===== src/rtl/cbs_pkg.sv =====
// Shared types and helpers for the credit-based-shaper egress scheduler.
package cbs_pkg;

  typedef enum logic {
    IDLE = 1'b0,
    BUSY = 1'b1
  } state_t;

  function automatic int unsigned tdest_width(input int unsigned n);
    return (n > 1) ? 32'($clog2(n)) : 32'd1;
  endfunction

  // Signed credit saturation bounds for a counter of width w (w <= 63)
  function automatic longint credit_max(input int unsigned w);
    return (longint'(1) <<< (w - 1)) - 1;
  endfunction

  function automatic longint credit_min(input int unsigned w);
    return -(longint'(1) <<< (w - 1));
  endfunction

endpackage


===== src/rtl/cbs_credit_counter.sv =====
// One queue's 802.1Qav credit register with saturating update.
module cbs_credit_counter
  import cbs_pkg::*;
#(
  parameter int unsigned C_CREDIT_WIDTH = 24
) (
  input  logic                             clk,
  input  logic                             rst,
  input  logic                             en,
  input  logic                             granted,
  input  logic                             beat,
  input  logic                             waiting,
  input  logic        [C_CREDIT_WIDTH-2:0] idle_slope,
  input  logic        [C_CREDIT_WIDTH-2:0] send_slope,
  output logic signed [C_CREDIT_WIDTH-1:0] credit
);

  localparam int unsigned CW = C_CREDIT_WIDTH;
  localparam int unsigned XW = CW + 1;
  localparam logic signed [XW-1:0] CR_MAX = XW'(credit_max(CW));
  localparam logic signed [XW-1:0] CR_MIN = XW'(credit_min(CW));

  logic signed [XW-1:0] cur;
  logic signed [XW-1:0] up;
  logic signed [XW-1:0] dn;
  logic signed [CW-1:0] nxt;

  function automatic logic signed [CW-1:0] sat(input logic signed [XW-1:0] v);
    if (v > CR_MAX) return CR_MAX[CW-1:0];
    if (v < CR_MIN) return CR_MIN[CW-1:0];
    return v[CW-1:0];
  endfunction

  // Arithmetic one bit wider than the register so overflow is detectable
  always_comb begin
    cur = {credit[CW-1], credit};
    up  = cur + $signed({2'b00, idle_slope});
    dn  = cur - $signed({2'b00, send_slope});
    nxt = credit;
    if (!en) begin
      nxt = '0;
    end else if (granted) begin
      if (beat) nxt = sat(dn);
    end else if (waiting) begin
      nxt = sat(up);
    end else if (!credit[CW-1]) begin
      nxt = '0;
    end else if (!up[XW-1] && (up != '0)) begin
      nxt = '0;
    end else begin
      nxt = up[CW-1:0];
    end
  end

  always_ff @(posedge clk or posedge rst) begin
    if (rst) credit <= '0;
    else     credit <= nxt;
  end

endmodule


===== src/rtl/cbs_scheduler.sv =====
// Strict-priority, credit-gated packet scheduler merging per-class AXIS queues.
// Optional per-queue packet counters: define CBS_SCHEDULER_STATS_EN.
module cbs_scheduler
  import cbs_pkg::*;
#(
  parameter  int unsigned C_AXIS_TDATA_WIDTH = 8,
  parameter  int unsigned C_AXIS_TKEEP_WIDTH = C_AXIS_TDATA_WIDTH / 8,
  parameter  int unsigned C_NUM_QUEUES       = 4,
  parameter  int unsigned C_CREDIT_WIDTH     = 24,
  localparam int unsigned C_TDEST_WIDTH      = tdest_width(C_NUM_QUEUES)
) (
  input  logic                                         clk,
  input  logic                                         rst,
  input  logic [C_NUM_QUEUES*C_AXIS_TDATA_WIDTH-1:0]   s_axis_tdata,
  input  logic [C_NUM_QUEUES*C_AXIS_TKEEP_WIDTH-1:0]   s_axis_tkeep,
  input  logic [C_NUM_QUEUES-1:0]                      s_axis_tvalid,
  output logic [C_NUM_QUEUES-1:0]                      s_axis_tready,
  input  logic [C_NUM_QUEUES-1:0]                      s_axis_tlast,
  output logic [C_AXIS_TDATA_WIDTH-1:0]                m_axis_tdata,
  output logic [C_AXIS_TKEEP_WIDTH-1:0]                m_axis_tkeep,
  output logic                                         m_axis_tvalid,
  input  logic                                         m_axis_tready,
  output logic                                         m_axis_tlast,
  output logic [C_TDEST_WIDTH-1:0]                     m_axis_tdest,
`ifdef CBS_SCHEDULER_STATS_EN
  output logic [C_NUM_QUEUES*32-1:0]                   stat_pkt_cnt,
`endif
  input  logic [C_NUM_QUEUES-1:0]                      cbs_en,
  input  logic [C_NUM_QUEUES*(C_CREDIT_WIDTH-1)-1:0]   idle_slope,
  input  logic [C_NUM_QUEUES*(C_CREDIT_WIDTH-1)-1:0]   send_slope
);

  localparam int unsigned DW = C_AXIS_TDATA_WIDTH;
  localparam int unsigned KW = C_AXIS_TKEEP_WIDTH;
  localparam int unsigned NQ = C_NUM_QUEUES;
  localparam int unsigned CW = C_CREDIT_WIDTH;
  localparam int unsigned SW = C_CREDIT_WIDTH - 1;
  localparam int unsigned TW = C_TDEST_WIDTH;

  state_t               state;
  logic [TW-1:0]        grant;
  logic [TW-1:0]        sel;
  logic                 any_elig;
  logic [NQ-1:0]        elig;
  logic                 beat;
  logic signed [CW-1:0] credit [NQ];

  // Highest-index eligible queue wins
  always_comb begin
    elig     = '0;
    sel      = '0;
    any_elig = 1'b0;
    for (int q = 0; q < NQ; q++) begin
      elig[q] = s_axis_tvalid[q] && (!cbs_en[q] || !credit[q][CW-1]);
      if (elig[q]) begin
        sel      = TW'(q);
        any_elig = 1'b1;
      end
    end
  end

  // Egress mux: only the granted queue sees ready, and only while BUSY
  always_comb begin
    m_axis_tdata  = '0;
    m_axis_tkeep  = '0;
    m_axis_tvalid = 1'b0;
    m_axis_tlast  = 1'b0;
    s_axis_tready = '0;
    for (int q = 0; q < NQ; q++) begin
      if (state == BUSY && grant == TW'(q)) begin
        m_axis_tdata     = s_axis_tdata[q*DW +: DW];
        m_axis_tkeep     = s_axis_tkeep[q*KW +: KW];
        m_axis_tvalid    = s_axis_tvalid[q];
        m_axis_tlast     = s_axis_tlast[q];
        s_axis_tready[q] = m_axis_tready;
      end
    end
  end

  assign beat         = m_axis_tvalid && m_axis_tready;
  assign m_axis_tdest = grant;

  always_ff @(posedge clk or posedge rst) begin
    if (rst) begin
      state <= IDLE;
      grant <= '0;
    end else begin
      case (state)
        IDLE: if (any_elig) begin
          grant <= sel;
          state <= BUSY;
        end
        BUSY: if (beat && m_axis_tlast) state <= IDLE;
        default: state <= IDLE;
      endcase
    end
  end

  for (genvar q = 0; q < NQ; q++) begin : g_q
    cbs_credit_counter #(
      .C_CREDIT_WIDTH(CW)
    ) u_cc (
      .clk       (clk),
      .rst       (rst),
      .en        (cbs_en[q]),
      .granted   (state == BUSY && grant == TW'(q)),
      .beat      (beat),
      .waiting   (s_axis_tvalid[q]),
      .idle_slope(idle_slope[q*SW +: SW]),
      .send_slope(send_slope[q*SW +: SW]),
      .credit    (credit[q])
    );
  end

`ifdef CBS_SCHEDULER_STATS_EN
  for (genvar q = 0; q < NQ; q++) begin : g_stat
    always_ff @(posedge clk or posedge rst) begin
      if (rst) stat_pkt_cnt[q*32 +: 32] <= '0;
      else if (beat && m_axis_tlast && grant == TW'(q))
        stat_pkt_cnt[q*32 +: 32] <= stat_pkt_cnt[q*32 +: 32] + 32'd1;
    end
  end
`endif

endmodule

===== config.mk =====
export PLATFORM = sky130hd
export DESIGN_NAME = cbs_scheduler
export DESIGN_NICKNAME = d
export VERILOG_FILES = /design/src/rtl/cbs_pkg.sv /design/src/rtl/cbs_credit_counter.sv /design/src/rtl/cbs_scheduler.sv
export SDC_FILE = /design/constraint.sdc
export NUM_CORES = 1
export LEC_CHECK = 0
export CAP_MARGIN = 20
export CORE_MARGIN = 10
export CORE_UTILIZATION = 52
export DETAILED_ROUTE_END_ITERATION = 10
export PLACE_DENSITY_LB_ADDON = 0.25
export REMOVE_ABC_BUFFERS = 1
export SYNTH_ARGS = -nofsm -noshare
export SYNTH_HDL_FRONTEND = slang
export SYNTH_HIERARCHICAL = 1
export SYNTH_SLANG_ARGS = --single-unit

===== constraint.sdc =====
create_clock -name clk -period 3.9 [get_ports clk]
set_clock_uncertainty 0.15 [all_clocks]
set_input_delay 0.585 -clock clk [delete_from_list [all_inputs] [get_ports clk]]
set_output_delay 0.585 -clock clk [all_outputs]
set_load 0.03 [all_outputs]

# [Yosys cells after proc, flatten, opt, wreduce, memory -nomap -nowiden]
# Index checks and enable logic that the tools add are counted.
[totals] word_cells=232 ff_bits=99 output_inout_bits=17 in_bits=235
[op_classes] muxes=158 n_lt_le_gt_ge=16 addsub=8 eq_ne=7 reduce_logical=36 n_bitwise=1
[ops] cell="24-bit two-way mux" count=56
[ops] cell="25-bit by 24-bit > comparator with 1-bit output, second input constant" count=8
[ops] cell="25-bit by 24-bit less-than comparator with 1-bit output, second input constant" count=8
[ops] cell="24-bit by 24-bit adder with 25-bit output" count=4
[ops] cell="25-bit nonzero test" count=4
[ops] cell="24-bit by 24-bit subtractor with 25-bit output" count=4
[ops] cell="1-bit two-way mux" count=95
[ops] cell="8-bit two-way mux" count=4
[ops] cell="1-bit logical AND" count=14
[ops] cell="1-bit logical NOT" count=12
[ops] cell="3-bit inequality test, second input constant" count=4
[ops] cell="2-bit equality test, second input constant" count=2
[ops] cell="1-bit logical OR" count=4
[ops] cell="2-bit two-way mux" count=2
[ops] cell="2-bit by 1-bit equality test with 1-bit output, second input constant" count=1
[ops] cell="2-bit logical NOT" count=1
[ops] cell="1-bit case mux with 2 select lines" count=1
[ops] cell="2-bit AND reduction" count=1
[ops] cell="1-bit NOT" count=1

# [Logic depth before layout (Yosys ltp)]
# Gate-level depths: netlist of the first run.
[logic_depth] ltp_word=19 depth_mapped=15

# [By module]
# The synthesis of the first run kept the hierarchy.
[by_module_without_submodules] module="cbs_credit_counter at g_q[1].u_cc ..." cells_per_inst=550 instances=2 seq_area_each_um2=600.6 area_each_um2=4305.4
[by_module_without_submodules] module="cbs_credit_counter at g_q[0].u_cc" cells_per_inst=597 instances=1 seq_area_each_um2=600.6 area_each_um2=4322.9
[by_module_without_submodules] module="cbs_credit_counter at g_q[3].u_cc" cells_per_inst=582 instances=1 seq_area_each_um2=600.6 area_each_um2=4270.3
[by_module_without_submodules] module="cbs_scheduler" cells_per_inst=58 instances=1 seq_area_each_um2=75.1 area_each_um2=609.3

# [Least setup slack after synthesis of the first run]
# Ideal clock, no wire load.
[synth_path] kind="input to register" startpoint="in idle_slope[0]" endpoint="reg g_q[0].u_cc.credit[0]" setup_ps=104 required_time_ps=3646 t_arrival_ps=3606 setup_slack_ps=40 n_path_buf=0 path_stages=12 path_cell_list="ha_1 > fa_1 > a211oi_2 > nor3_2 > nor3b_4 > o2111a_1 > a211o_1 > nand4b_1 > or4_4 > o41ai_4 > mux2i_1 > a221oi_1"
[synth_between] elab_chain_len=12 elab_cells_between_ends=23 classes_between="1 x add/sub; 2 x order compare; 17 x mux; 3 x reduce/logical"
[synth_lines] item="from (decl)" line_no="cbs_scheduler.sv:29" rtl="input logic [C_NUM_QUEUES*(C_CREDIT_WIDTH-1)-1:0] idle_slope,"
[synth_lines] item="24-bit by 24-bit adder with 25-bit output *" line_no="cbs_credit_counter.sv:37" rtl="up = cur + $signed({2'b00, idle_slope});"
[synth_lines] item="25-bit by 24-bit less-than comparator with 1-bit output" line_no="cbs_credit_counter.sv:30" rtl="if (v < CR_MIN) return CR_MIN[CW-1:0];"
[synth_lines] item="1-bit two-way mux (2 in series)" line_no="cbs_credit_counter.sv:30"
[synth_lines] item="1-bit two-way mux" line_no="cbs_credit_counter.sv:44" rtl="end else if (waiting) begin"
[synth_lines] item="1-bit two-way mux" line_no="cbs_credit_counter.sv:42" rtl="end else if (granted) begin"
[synth_lines] item="1-bit two-way mux" line_no="cbs_credit_counter.sv:40" rtl="if (!en) begin"
[synth_lines] item="24-bit two-way mux" line_no="cbs_credit_counter.sv:31" rtl="return v[CW-1:0];"
[synth_lines] item="24-bit two-way mux" line_no="cbs_credit_counter.sv:30"
[synth_lines] item="24-bit two-way mux *" line_no="cbs_credit_counter.sv:44"
[synth_lines] item="24-bit two-way mux *" line_no="cbs_credit_counter.sv:42"
[synth_lines] item="24-bit two-way mux *" line_no="cbs_credit_counter.sv:40"
[synth_lines] item="to (signal assigned)" line_no="cbs_credit_counter.sv:57" rtl="else credit <= nxt;"
[synth_lines] item="to (decl)" line_no="cbs_credit_counter.sv:15" rtl="output logic signed [C_CREDIT_WIDTH-1:0] credit"
# Every way passes the cells marked *; elsewhere a longest branch is shown, timed or not. The select of a mux whose other input is x is not followed.
# A chain may end at the register's enable or synchronous reset.

# [Worst setup path in the final report of the first run]
[layout_path] startpoint="reg g_q[0].u_cc.credit[0]" endpoint="reg g_q[0].u_cc.credit[1]"
[layout_between] elab_chain_len=12 elab_cells_between_ends=39 classes_between="2 x add/sub; 4 x order compare; 30 x mux; 3 x reduce/logical"
[layout_lines] item="24-bit by 24-bit adder with 25-bit output / 24-bit by 24-bit subtractor with 25-bit output (equally long branches)" line_no="cbs_credit_counter.sv:37, cbs_credit_counter.sv:38"
[layout_lines] item="25-bit by 24-bit less-than comparator with 1-bit output" line_no="cbs_credit_counter.sv:30"
[layout_lines] item="1-bit two-way mux (2 in series)" line_no="cbs_credit_counter.sv:30"
[layout_lines] item="1-bit two-way mux (on tied branches)" line_no="cbs_credit_counter.sv:44, cbs_credit_counter.sv:43"
[layout_lines] item="1-bit two-way mux" line_no="cbs_credit_counter.sv:42"
[layout_lines] item="1-bit two-way mux" line_no="cbs_credit_counter.sv:40"
[layout_lines] item="24-bit two-way mux" line_no="cbs_credit_counter.sv:31"
[layout_lines] item="24-bit two-way mux" line_no="cbs_credit_counter.sv:30"
[layout_lines] item="24-bit two-way mux (on tied branches)" line_no="cbs_credit_counter.sv:44, cbs_credit_counter.sv:43"
[layout_lines] item="24-bit two-way mux *" line_no="cbs_credit_counter.sv:42"
[layout_lines] item="24-bit two-way mux *" line_no="cbs_credit_counter.sv:40"
# Marks and branches as above.

==> impl_metrics.env, run 1 <==
export IMPL_status="completed"
export IMPL_ys_ff_latch=99
export IMPL_synth_edf_count=0
export IMPL_dp_hpwl_um=53500
export IMPL_grt_pass1_vias=20198
export IMPL_fmax_mhz=259.3
export IMPL_fill_cells=2744
export IMPL_crit_type="flip-flop to flip-flop"
export IMPL_final_nets=3305
export IMPL_syn_area_per_cell_sq_um=7.622
export IMPL_grt_pass1_wl_um=103000
export IMPL_cts_root_buf="clkbuf_16"
export IMPL_maxCapViolCount=0
export IMPL_r2r_slack_ns=0.04
export IMPL_final_area_sq_mm=0.02384
export IMPL_crit_required_ns=4.00
export IMPL_die_area_sq_mm=0.04206
export IMPL_track_usage_pct=29.54
export IMPL_wl_per_cell_um=19.62
export IMPL_layout_commonest_cell="buf_4"
export IMPL_start_util_pct=52.86
export IMPL_worstSetupEndpointType="flip-flop"
export IMPL_pin_count=252
export IMPL_power_mw=16.77
export IMPL_area_growth_pct=33.85
export IMPL_rows=67
export IMPL_worstPathMaxFanout=3
export IMPL_postPlaceCellArea_sq_mm=0.02297
export IMPL_rsz0062_at_grt="true"
export IMPL_ant_nets=0
export IMPL_die_h_um=205.1
export IMPL_clock_path_buffers=2
export IMPL_drtPass1Iterations=6
export IMPL_yosysWarnings=6
export IMPL_syn_area_sq_mm=0.01781
export IMPL_cts_tree="yes"
export IMPL_r2r_start="g_q[0].u_cc/credit[0]"
export IMPL_clock_latency_ns=0.36
export IMPL_min_period_ns=3.857
export IMPL_post_route_period_util_pct=98.90
export IMPL_p_per_area_mw_per_mm2=703.5
export IMPL_use_met2_pct=50.28
export IMPL_ir_drop_v=0.0003462
export IMPL_via_per_inst=6.123
export IMPL_synth_cells=2337
export IMPL_seq_area_frac_synth_pct=13.91
export IMPL_crit_end="g_q[0].u_cc/credit[1]"
export IMPL_async_flop_share_pct=100.0
export IMPL_rr_endpoint="g_q[0].u_cc/credit[1]"
export IMPL_final_hold_viol_count=0
export IMPL_io_buffer_count=251
export IMPL_start_kind="flip-flop"
export IMPL_drc=0
export IMPL_cts_buffers=9
export IMPL_crit_arrival_ns=3.96
export IMPL_maxSlewHeadroom_pct=33.56
export IMPL_vias=20420
export IMPL_totalWireLength_um=65420
export IMPL_synth_top_flop_cell="dfrtp_1"
export IMPL_synthDistinctLibCells=125
export IMPL_grt_max_degree=29
export IMPL_grt_overflow=0
export IMPL_gp_congestion=1.015
export IMPL_drive_gt1_share_pct=20.71
export IMPL_drt_iter0_markers=1698
export IMPL_use_met1_pct=36.88
export IMPL_hold_path_class="flip-flop to flip-flop"
export IMPL_clk_pin_slew_worst_paths_ns=0.08
export IMPL_busiest_layer="met2"
export IMPL_worst_pin_slew_ns=0.9955
export IMPL_reg2reg_depth=12
export IMPL_leakagePower_nw=10.88
export IMPL_antenna_found_initial=4
export IMPL_die_w_um=205.1
export IMPL_startpoint="g_q[0].u_cc/credit[0]"
export IMPL_slew_violations=0
export IMPL_mostFrequentLayoutCells="buf_4 (375), a21oi_1 (263), clkdlybuf4s50_1 (240), nand2_1 (216), ha_1 (169)"
export IMPL_cts_num_sinks=99
export IMPL_setup_viol=0
export IMPL_grt_util_met3_pct=4.423
export IMPL_core_sq_mm=0.03370
export IMPL_htree_levels=3
worst min path at each step:
| stage | startpoint | end | slack [ns] | cells past startpoint |
|---|---|---|---|---|
| detailed placement | g_q[1].u_cc/credit[0] | g_q[1].u_cc/credit[0] | 0.36 | 2 |
| finish | g_q[1].u_cc/credit[0] | g_q[1].u_cc/credit[0] | 0.38 | 2 |
| global route | g_q[1].u_cc/credit[0] | g_q[1].u_cc/credit[0] | 0.41 | 2 |
| floorplan | rst | m_axis_tdest[0] | 0.19 | 1 |
| CTS | g_q[1].u_cc/credit[0] | g_q[1].u_cc/credit[0] | 0.38 | 2 |
| global placement | g_q[2].u_cc/credit[0] | g_q[2].u_cc/credit[0] | 0.35 | 2 |
worst max-delay path, stage by stage, from the launching register on:
cell      delay, ns
dfrtp_1        0.41
ha_2           0.20
fa_2           0.37
a211oi_4       0.30
nor3_4         0.09
nor3b_4        0.27
o2111a_1       0.20
a211o_1        0.15
nand4b_1       0.15
or4_4          0.52
o41ai_4        0.41
mux2i_2        0.19
a221oi_2       0.33
sequential cells by signal (all words and copies together) (netlist names):
name,flops
g_q.u_cc/credit,96
m_axis_tdest,2
state,1
synth_stat cells (20+ instances only):
library cell	count	area share [%]
and2_1	24	0.84
dfrtp_1	99	14
nand3_1	61	1.7
nor3_1	38	1.1
o22ai_1	25	0.88
nand2_1	216	4.6
o211ai_1	47	2.0
nand2b_1	21	0.74
o21a_1	33	1.4
xnor2_1	76	3.7
a211oi_1	20	0.84
ha_1	184	13
xor2_1	67	3.3
a221oi_1	25	1.2
clkbuf_1	44	0.93
inv_1	163	3.4
and3_1	20	0.70
o31ai_1	26	1.1
nand4_1	25	0.88
a31oi_1	33	1.2
nor2_1	143	3.0
o21ai_0	149	4.2
a21o_1	61	2.6
nor2b_1	20	0.70
a21oi_1	269	7.6
logic make-up (layout without fill, tap and decap cells):
family          after synthesis  after routing  synth area share [%]
simple gates                661            661                 18.56
flops                        99             99                 13.91
other cells                   0              4                     0
compound gates              960            960                 37.68
mux                          14             14                 1.601
xor+xnor                    145            145                 7.214
buf+inv                     266            812                 7.214
fa+ha+maj                   192            192                 13.82
layout make-up:
cell class | count | area (sq um) | area share [%]
antenna | 4 | 10.01 | 0.04198
clock buffer | 10 | 239.0 | 1.002
clock inverter | 6 | 53.80 | 0.2257
inverter | 165 | 619.3 | 2.598
multi-input combinational | 1972 | 14460 | 60.63
sequential | 99 | 2477 | 10.39
tap | 448 | 560.5 | 2.351
timing repair buffer | 631 | 5428 | 22.76
through the flow:
step                      setup WS, ns  util, %  hold slack [ns]  instances  setup TNS, ns
final                          0.04281    70.75           0.3793       3335              0
after global routing          -0.06773    70.74           0.4078       3334        -0.5443
after CTS                     0.003464    69.39           0.3789       3316              0
after detailed placement       -0.7007    68.17           0.3601       3297         -21.00
after global placement         -0.5900    68.17           0.3529       3297         -16.81
after floorplan                -0.2104        -           0.1886       2236         -2.025
what timing repair did:
action,CTS,global route
gates resized for setup,22,69
endpoints found under the setup margin,20,49
hold buffers,0,0
pin swaps,16,39
buffers inserted,3,14
gates cloned,0,0
layer usage:
layer | vias to the layer above | share of wire, %
met5 | - | 0
met4 | 0 | 3.2
met3 | 144 | 6.6
met2 | 824 | 48
met1 | 9571 | 42
li1 | 9881 | -
report_power, final:
group	switching, mW	internal (mW)
registers	0.587	1.40
clock network	0.457	0.465
logic	7.45	6.42
No activity file was read; power rests on OpenSTA's default activity.
==> run 2: changes to the inputs <==
Settings changed: CORE_UTILIZATION 52 to 40.
==> impl_metrics.env, run 2 (synthesis gave the netlist of run 1 again) <==
export IMPL_track_usage_pct=24.23
export IMPL_holdWs_ns=0.3655
export IMPL_swShare_pct=50.61
export IMPL_final_cells=3474
export IMPL_seqPwrFrac_pct=11.6
export IMPL_startpoint="idle_slope[3]"
export IMPL_p_per_area_mw_per_mm2=699.9
export IMPL_crit_arrival_ns=3.98
export IMPL_p_sw_mw=8.499
export IMPL_area_growth_pct=34.71
export IMPL_power_mw=16.80
export IMPL_die_h_um=231.0
export IMPL_leakagePower_nw=10.86
export IMPL_cts_buffers=9
export IMPL_antenna_found_initial=6
export IMPL_clock_latency_ns=0.39
export IMPL_dp_cells=3438
export IMPL_maxSlewHeadroom_pct=36.66
export IMPL_fmax_mhz=260.5
export IMPL_dp_hpwl_um=56540
export IMPL_largest_register_ffs=96
export IMPL_r2r_start="g_q[0].u_cc/credit[0]"
export IMPL_drt_iter0_markers=1626
export IMPL_slew_violations=0
export IMPL_grt_pass1_vias=20060
export IMPL_clk_pin_slew_worst_paths_ns=0.08
export IMPL_post_route_period_util_pct=98.42
export IMPL_worstPathMaxFanout=5
export IMPL_wl_per_cell_um=19.52
export IMPL_cts_tree="yes"
export IMPL_setup_viol=0
export IMPL_pin_count=252
export IMPL_rows=77
export IMPL_io_buffer_count=251
export IMPL_drtPass1Iterations=6
export IMPL_drive_gt1_share_pct=19.98
export IMPL_layout_setup_ws_ns=0.06164
export IMPL_start_kind="primary input"
export IMPL_crit_type="primary input to flip-flop"
export IMPL_status="completed"
export IMPL_fill_cells=4213
export IMPL_vias=20284
export IMPL_totalWireLength_um=67800
export IMPL_ant_nets=0
export IMPL_combPwrFrac_pct=83.0
export IMPL_rsz0062_at_grt="true"
export IMPL_largest_register="g_q.u_cc/credit"
export IMPL_gp_congestion=0.9410
export IMPL_min_period_ns=3.838
export IMPL_grt_overflow=0
export IMPL_grt_max_degree=28
export IMPL_worst_pin_slew_ns=0.9490
export IMPL_min_delay_start="g_q[2].u_cc/credit[0]"
export IMPL_mostFrequentLayoutCells="buf_4 (361), a21oi_1 (262), clkdlybuf4s50_1 (243), nand2_1 (216), ha_1 (173)"
export IMPL_hold_path_class="flip-flop to flip-flop"
export IMPL_die_area_sq_mm=0.05337
export IMPL_cts_root_buf="clkbuf_16"
export IMPL_final_hold_viol_count=0
export IMPL_grt_pass1_wl_um=106300
export IMPL_via_per_inst=5.839
export IMPL_maxCapViolCount=0
export IMPL_internal_power_mw=8.296
export IMPL_pre_cts_ws_ns=-0.5348
export IMPL_fin_tns_setup_ns=0
export IMPL_ir_drop_v=0.0003139
export IMPL_htree_levels=3
export IMPL_clock_path_buffers=2
export IMPL_worstSetupEndpointType="flip-flop"
export IMPL_die_w_um=231.0
export IMPL_final_nets=3300
export IMPL_crit_required_ns=4.04
export IMPL_core_sq_mm=0.04412
export IMPL_pwr_share_clk_pct=5.3
export IMPL_layout_commonest_cell="buf_4"
export IMPL_start_util_pct=40.37
export IMPL_cts_num_sinks=99
export IMPL_drc=0
-- run 2: cell count changes in the layout (fill, tap and decap cells not counted), sizes merged --
cell	before	now
dlygate4sd2	4	2
clkdlybuf4s50	240	243
clkinvlp	1	3
buf	380	374
clkbuf	10	13
clkdlybuf4s15	1	0
inv	167	163
-- run 2: layer usage --
| layer | track usage (%) | vias to the layer above | part of all wire, % |
|---|---|---|---|
| li1 | - | 9862 | - |
| met1 | 32.68 | 9642 | 46 |
| met2 | 40.01 | 697 | 46 |
| met3 | 2.810 | 81 | 6.0 |
| met4 | 6.845 | 2 | 2.1 |
| met5 | 0 | - | 0.019 |
-- run 2: what timing repair did --
action,CTS,global route
gates resized for setup,14,62
buffers inserted,5,7
pin swaps,13,35
hold buffers,0,0
cloned,0,1
setup endpoints to repair,18,44
-- run 2: stage by stage --
step,area (sq um),utilization [%]
after global routing,23990,54.37
after floorplan,17150,-
after CTS,23570,53.41
after global placement,23210,52.59
final,24000,54.38
after detailed placement,23210,52.59
-- run 2: final cells by class --
type	instances	area, sq um	area share (%)
clock buffers	12	236.5	0.9855
well taps	592	740.7	3.087
multi-input cells	1972	14370	59.87
flip-flops and latches	99	2477	10.32
diodes	4	10.01	0.04171
clock inverters	4	27.53	0.1147
inverters	165	621.8	2.591
repair buffers	626	5517	22.99
-- run 2: worst paths after layout --
kind,cells after the start,slack (ns),end
min,2,0.37,g_q[2].u_cc/credit[0]
max in group asynchronous,2,2.11,g_q[2].u_cc/credit[5]
min reg2reg,2,0.37,g_q[2].u_cc/credit[0]
max,16,0.06,g_q[0].u_cc/credit[16]
min in group asynchronous,2,0.53,m_axis_tdest[0]
max reg2reg,18,0.09,g_q[0].u_cc/credit[5]
-- run 2: critical path: stages --
cell             delay, ns
clkdlybuf4s50_1       0.46
ha_1                  0.26
o211ai_1              0.11
buf_4                 0.16
nor3_4                0.24
nor3b_4               0.08
buf_4                 0.16
o21ai_4               0.16
buf_4                 0.14
a211o_1               0.13
nand4b_1              0.11
or4_4                 0.54
o41ai_4               0.35
buf_4                 0.21
a21oi_1               0.07
o31ai_1               0.21
-- run 2: power groups by stage --
stage / clock network (mW) / logic [mW] / registers (mW)
5_1_grt: 0.944 / 15.2 / 2.00
2_1_floorplan: 0 / 8.23 / 1.74
3_3_place_gp: 0 / 13.1 / 1.95
3_5_place_dp: 0 / 13.3 / 1.96
4_1_cts: 0.905 / 13.5 / 1.94
6_report: 0.894 / 13.9 / 1.96
